`src/rtl/jump_unit_if.sv`:
```
// Bus between the control/fetch side and the branch-resolution unit.
// JUMP_LINK_EN adds the registered return address (linkAddress).
interface jump_unit_if #(
  parameter int AW = 11,
  parameter int CW = 3
);
  logic          jumpSignal;
  logic [CW-1:0] IR;
  logic [AW-1:0] PC;
  logic [AW-1:0] Address;
  logic          ZF;
  logic          CF;
  logic [AW-1:0] jumpAddress;
  logic          taken;
`ifdef JUMP_LINK_EN
  logic [AW-1:0] linkAddress;
`endif

  // Control/fetch side: drives the instruction fields and flags, reads the next PC.
  modport master (
    output jumpSignal, IR, PC, Address, ZF, CF,
`ifdef JUMP_LINK_EN
    input  linkAddress,
`endif
    input  jumpAddress, taken
  );

  // Branch-resolution side.
  modport slave (
    input  jumpSignal, IR, PC, Address, ZF, CF,
`ifdef JUMP_LINK_EN
    output linkAddress,
`endif
    output jumpAddress, taken
  );
endinterface

```
`src/rtl/jump_unit.sv`:
```
// Branch-resolution unit: decodes the jump condition against ZF/CF and
// registers the next-PC selection (target when taken, sequential PC otherwise).
// Optional feature macro: JUMP_LINK_EN (registered return address for calls).
module jump_unit #(
  parameter int AW = 11,
  parameter int CW = 3
) (
  input logic        clk,
  input logic        rst,
  jump_unit_if.slave bus
);

  logic          w_cond;
  logic          w_take;
  logic [AW-1:0] r_jumpAddress;
  logic          r_taken;

  // Condition decode; unknown/reserved codes fall to the default and never take.
  always_comb begin
    w_cond = 1'b0;
    case (bus.IR)
      3'b000:  w_cond = 1'b1;
      3'b001:  w_cond = bus.ZF;
      3'b010:  w_cond = bus.CF;
      3'b011:  w_cond = ~bus.ZF;
      3'b100:  w_cond = ~bus.CF;
      3'b101:  w_cond = bus.ZF | bus.CF;
      3'b110:  w_cond = ~bus.ZF & ~bus.CF;
      default: w_cond = 1'b0;
    endcase
  end

  // Ternary gate keeps an unknown IR from leaking through when no jump is issued.
  assign w_take = bus.jumpSignal ? w_cond : 1'b0;

  // Next-PC selection and taken flag, one cycle latency.
  always_ff @(posedge clk or posedge rst) begin
    if (rst) begin
      r_jumpAddress <= '0;
      r_taken       <= 1'b0;
    end else begin
      r_jumpAddress <= w_take ? bus.Address : bus.PC;
      r_taken       <= w_take;
    end
  end

  assign bus.jumpAddress = r_jumpAddress;
  assign bus.taken       = r_taken;

`ifdef JUMP_LINK_EN
  logic [AW-1:0] r_linkAddress;

  // Capture the return address only on a taken jump; hold otherwise.
  always_ff @(posedge clk or posedge rst) begin
    if (rst)         r_linkAddress <= '0;
    else if (w_take) r_linkAddress <= bus.PC;
  end

  assign bus.linkAddress = r_linkAddress;
`endif

endmodule

```
`src/flat_wrapper.sv`:
```
// flat-port wrapper written by rule: the top's interface ports become plain ports
module jump_unit_flat 
#(
  parameter int AW = 11,
  parameter int CW = 3
)
  (clk, rst, bus_jumpSignal, bus_IR, bus_PC, bus_Address, bus_ZF, bus_CF, bus_jumpAddress, bus_taken);
  jump_unit_if #(.AW(AW), .CW(CW)) bus_i ();
  input logic clk;
  input logic rst;
  input wire logic [$bits(bus_i.jumpSignal)-1:0] bus_jumpSignal;
  input wire logic [$bits(bus_i.IR)-1:0] bus_IR;
  input wire logic [$bits(bus_i.PC)-1:0] bus_PC;
  input wire logic [$bits(bus_i.Address)-1:0] bus_Address;
  input wire logic [$bits(bus_i.ZF)-1:0] bus_ZF;
  input wire logic [$bits(bus_i.CF)-1:0] bus_CF;
  output wire logic [$bits(bus_i.jumpAddress)-1:0] bus_jumpAddress;
  output wire logic [$bits(bus_i.taken)-1:0] bus_taken;
  assign bus_i.jumpSignal = bus_jumpSignal;
  assign bus_i.IR = bus_IR;
  assign bus_i.PC = bus_PC;
  assign bus_i.Address = bus_Address;
  assign bus_i.ZF = bus_ZF;
  assign bus_i.CF = bus_CF;
  assign bus_jumpAddress = bus_i.jumpAddress;
  assign bus_taken = bus_i.taken;
  jump_unit #(.AW(AW), .CW(CW)) u_core (.clk(clk), .rst(rst), .bus(bus_i));
endmodule
```
`config.mk`:
```
export PLATFORM = sky130hd
export DESIGN_NAME = jump_unit_flat
export DESIGN_NICKNAME = d
export VERILOG_FILES = /design/src/rtl/jump_unit_if.sv /design/src/rtl/jump_unit.sv /design/src/flat_wrapper.sv
export SDC_FILE = /design/constraint.sdc
export NUM_CORES = 1
export LEC_CHECK = 0
export CORE_AREA = 2 2 39 41
export CTS_BUF_LIST = sky130_fd_sc_hd__clkbuf_4 sky130_fd_sc_hd__clkbuf_8
export DETAILED_ROUTE_END_ITERATION = 8
export DIE_AREA = 0 0 41 43
export DONT_BUFFER_PORTS = 1
export GPL_ROUTABILITY_DRIVEN = 0
export PLACE_DENSITY = 0.59
export SYNTH_ARGS = -nofsm -noshare
export SYNTH_HDL_FRONTEND = slang
export SYNTH_SLANG_ARGS = --single-unit
```
`constraint.sdc`:
```
create_clock -name clk -period 0.8 [get_ports clk]
set_input_delay 0.24 -clock clk [delete_from_list [all_inputs] [get_ports clk]]
set_output_delay 0.24 -clock clk [all_outputs]
set_load 0.02 [all_outputs]
```
Word level (Yosys, flattened, before mapping)
Index checks and enable logic that the tools add are counted.

Bitwise gates (word level): 4. Multiplexer cells: 3. Equal/unequal tests: 6. Reduce and logical (&&, ||, !) cells: 1.

Operators by type and width (count): $mux W11 (1); $eq A3 B3 Y1 const B (3); $pmux W1 S7 (1); $eq A3 B2 Y1 const B (2); $eq A3 B1 Y1 const B (1); $logic_not A3 Y1 (1); $not A1 Y1 (2); $and A1 B1 Y1 (1); $mux W1 (1); $or A1 B1 Y1 (1).

Word-level logic and storage cells: 16. Output and inout port bits: 12. Register bits: 12.

Depth between registers and ports, before layout
Word-level depth: 5. Gate-level depth with buffers: 5. Mapped depth without buffers: 4.

Worst setup path after synthesis
No wires, ideal clock.

Path type: input-to-reg. From: in bus_IR[0]. To: reg u_core.r_jumpAddress[0] (netlist: u_core.bus.jumpAddress[0]). Buffers on the path: 1. Slack: -0.578 ns. Data required time: 0.675 ns. Data arrival time: 1.253 ns. Stages on the path: 5. Cell sequence: and3b_1 -> o21a_1 -> o21ai_2 -> buf_6 -> mux2_4.

Word-level cells in the longest chain between the ends: 4. Elaborated cells between the ends (all ways): 10.

RTL lines: from (decl) (RTL line flat_wrapper.sv:12) `input wire logic [$bits(bus_i.IR)-1:0] bus_IR;`; $eq A3 B3 Y1, or another cell as far along (RTL line jump_unit.sv:21) `case (bus.IR)`; $pmux W1 S7 (*) (RTL line jump_unit.sv:21); $mux W1 (*) (RTL line jump_unit.sv:34) `assign w_take = bus.jumpSignal ? w_cond : 1'b0;`; $mux W11 (*) (RTL line jump_unit.sv:42) `r_jumpAddress <= w_take ? bus.Address : bus.PC;`; to (signal assigned) (RTL line jump_unit.sv:42); to (decl) (RTL line jump_unit.sv:15) `logic [AW-1:0] r_jumpAddress;`.

Mark *: on every way between the ends. The rest lies on a longest branch, timed or not.

Final worst setup path
From: in bus_CF. To: reg u_core.r_jumpAddress[0] (netlist: u_core.bus.jumpAddress[0]).

Word-level cells in the longest chain between the ends: 5. Elaborated cells between the ends (all ways): 6.

RTL lines: from (decl) (RTL line flat_wrapper.sv:16) `input wire logic [$bits(bus_i.CF)-1:0] bus_CF;`; $not A1 Y1 (RTL line jump_unit.sv:26, jump_unit.sv:28); $and A1 B1 Y1 (RTL line jump_unit.sv:28) `3'b110: w_cond = ~bus.ZF & ~bus.CF;`; $pmux W1 S7 (*) (RTL line jump_unit.sv:21); $mux W1 (*) (RTL line jump_unit.sv:34); $mux W11 (*) (RTL line jump_unit.sv:42).

Marks and branches as above.

==> impl_results.rst <==
.. list-table::
   :header-rows: 1

   * - Metric
     - Value
   * - Result of the run
     - complete, but fails checks
   * - Violations in the final reports
     - setup timing
   * - Setup TNS Final
     - -4.68 ns
   * - Growth of design area from synthesis to finish
     - 18.5%
   * - Syn avg cell area
     - 16.2 µm²
   * - Peak ir drop on the vdd network
     - 0.679 mV
   * - Proportion of synthesized chip area in sequential cells
     - 54.7%
   * - N_diodes
     - 0
   * - I/O pins
     - 42
   * - Final Cell Area
     - 651 µm²
   * - Number of buffers between clock root and the deepest sink
     - 2
   * - Number of library cell types mapped by synthesis
     - 14
   * - Critical path type
     - in -> reg
   * - Maximum number of pins on one net before global-route repair
     - 13
   * - Number of max-slew violations in the final report
     - 0
   * - Buffers added on ports
     - 0
   * - Number of failing hold endpoints at the final stage
     - 0
   * - Max-capacitance violation count
     - 0
   * - Die area
     - 1760 µm²
   * - Commonest non-fill, non-tap cell in the layout
     - sky130_fd_sc_hd__mux2_4
   * - Min-Delay Startpoint
     - bus_PC[8]
   * - Critical path arrival
     - 1.21 ns
   * - Number of iterations in the first detailed-routing pass
     - 2
   * - Number of H-tree levels
     - 1
   * - Area share of the largest cell type after synthesis
     - 54.7%
   * - Worst setup slack before clock tree synthesis
     - -0.595 ns
   * - Inst Count DP
     - 50
   * - Crit path required time
     - 0.95 ns
   * - Via count of the first global-routing pass
     - 356
   * - Half-perimeter wire length of the detailed placement result
     - 768 µm
   * - Clock net sink count
     - 12
   * - Final Instance Count excl. Fillers
     - 55
   * - Wire length of the first global-routing pass
     - 1.48 mm
   * - Routed length per placed instance
     - 17.5 µm
   * - Die outline width
     - 41 µm
   * - Layout cells sized above 1
     - 76.9%
   * - Worst setup EP type
     - flop
   * - Smallest hold slack
     - 0.113 ns
   * - Hold Crit Depth
     - 1
   * - Hold Crit Endpoint
     - u_core.bus.jumpAddress[8]$_DFF_PP0_
   * - Total global routing track utilization
     - 12.8%
   * - Final Critical Period
     - 1.07 ns
   * - Root buf cell
     - sky130_fd_sc_hd__clkbuf_4
   * - Critical Path Source Type
     - input pin
   * - Leading post-synthesis cells by cell area
     - sky130_fd_sc_hd__dfrtp_1 55%, sky130_fd_sc_hd__mux2_4 25%, sky130_fd_sc_hd__mux2_1 4.1%, sky130_fd_sc_hd__o211ai_2 2.3%, sky130_fd_sc_hd__buf_6 2.1%
   * - Number of buffers created by CTS
     - 3
   * - Area of the core
     - 1380 µm²
   * - Die span in y
     - 43 µm
   * - Number of vias after detailed routing
     - 291
   * - Worst min path class
     - in -> reg
   * - Via-per-instance ratio
     - 5.29
   * - Antenna violations before repair
     - 0
   * - Flip-flop and latch count after synthesis
     - 12
   * - Number of remaining DRC errors
     - 0
   * - Number of design-rule violations left by the first detailed-router iteration
     - 1
   * - Number of fill cells in the layout
     - 129
   * - Total wire length
     - 964 µm
   * - Mapped Area
     - 549 µm²
   * - Final WS setup
     - -0.267 ns
   * - NumNets Final
     - 70
   * - Pleak
     - 0.302 nW
   * - Headroom to the max-slew limit
     - 83.0%
   * - Synthesized net count
     - 64
   * - Maximum fanout along the worst path
     - 12
   * - Number of warnings issued by yosys
     - 0
   * - Placed Area
     - 582 µm²
   * - Finish-stage setup viols
     - 23
   * - Initial cell density of the core
     - 39.7%
   * - Register clock-pin slew on the reported worst setup and hold paths
     - 0.08 ns
   * - Worst-margin pin slew
     - 0.254 ns
   * - TritonCTS clock tree
     - done
   * - Rows
     - 14
   * - Count of buffers added by post-CTS timing repair for setup
     - 0
   * - Synthesized instance count
     - 34
   * - Power density over the cells
     - 2160 nW/µm²
   * - Leading cell types in the layout, fill and taps excluded
     - 12 x sky130_fd_sc_hd__mux2_4, 9 x sky130_fd_sc_hd__dfrtp_2, 3 x sky130_fd_sc_hd__clkbuf_4, 3 x sky130_fd_sc_hd__dfrtp_1
   * - Tcrit/Tclk final
     - 133%
   * - Unrepaired setup endpoints after global routing
     - true
   * - Final antenna-violating net count
     - 0
   * - Sum of overflow across all layers after global routing
     - 0
   * - Library cell occupying the most area in the post-synthesis netlist
     - sky130_fd_sc_hd__dfrtp_1
   * - Max Fclk
     - 0.937 GHz
==> layer usage <==
| metal | wire length (µm) | share of wire, % | track usage (%) |
|---|---|---|---|
| met5 | 0 | 0 | 0 |
| met2 | 586 | 61 | 22.8 |
| met4 | 22 | 2.3 | 10.0 |
| met3 | 85 | 8.8 | 2.09 |
| met1 | 270 | 28 | 11.3 |
==> through the flow <==
| stage | power (mW) | utilization (%) |
|---|---|---|
| after floorplan | 0.903 | - |
| after global routing | 1.48 | 47.0 |
| after global placement | 0.927 | 42.0 |
| after CTS | 1.42 | 46.4 |
| after detailed placement | 0.934 | 42.0 |
| final | 1.41 | 47.0 |
==> power breakdown <==
part | switching (mW) | internal [mW] | leakage, nW
Sequential | 0.0921 | 0.669 | 0.132
Clock | 0.188 | 0.276 | 0.0210
Combinational | 0.0603 | 0.120 | 0.149
Total | 0.340 | 1.07 | 0.302
==> registers in the layout (all words and copies together) (netlist names) <==
signal and flops:
u_core.bus.jumpAddress 11, u_core.bus.taken 1
==> synth_stat cells, drive strengths merged <==
master   instances
nand3b           1
inv              2
dfrtp           12
mux2            12
nor3             1
o211ai           1
nand4bb          1
buf              1
o21a             1
o21ai            1
and3b            1
==> cells by family after synthesis <==
logic type | synth area share [%]
muxes | 30.8
DFF | 54.7
and+or+nand+nor | 5.92
AOI/OAI and AO/OA | 5.24
buffers and inverters | 3.42
==> worst max-delay path by stage <==
stage | endpoint | cells past startpoint | from
global route | u_core.bus.jumpAddress[0]$_DFF_PP0_ | 5 | bus_CF
floorplan | u_core.bus.jumpAddress[0]$_DFF_PP0_ | 5 | bus_CF
finish | u_core.bus.jumpAddress[0]$_DFF_PP0_ | 5 | bus_CF
global placement | u_core.bus.jumpAddress[10]$_DFF_PP0_ | 5 | bus_CF
CTS | u_core.bus.jumpAddress[0]$_DFF_PP0_ | 5 | bus_CF
detailed placement | u_core.bus.jumpAddress[10]$_DFF_PP0_ | 5 | bus_CF
==> final cells by class <==
cell class	count	area (µm²)	share of cell area, %
inverters	2	11.3	1.73
clock buffers	4	36.3	5.58
multi-input cells	19	241	37.1
repair buffers	2	30.0	4.62
flip-flops and latches	12	312	47.9
well taps	16	20.0	3.08
==> critical path, stage by stage <==
cell and delay [ns]:
sky130_fd_sc_hd__mux2_4 0.28, sky130_fd_sc_hd__o211ai_2 0.15, sky130_fd_sc_hd__o21ai_2 0.09, sky130_fd_sc_hd__buf_12 0.15, sky130_fd_sc_hd__mux2_4 0.29
==> repair_timing <==
item	4_1_cts	5_1_grt
endpoints found under the hold margin	12	0
setup endpoints to repair	23	35
hold buffers	1	0
pin swaps	1	0
gates resized for setup	7	5
Note: power is estimated with default switching activity, not from simulation.
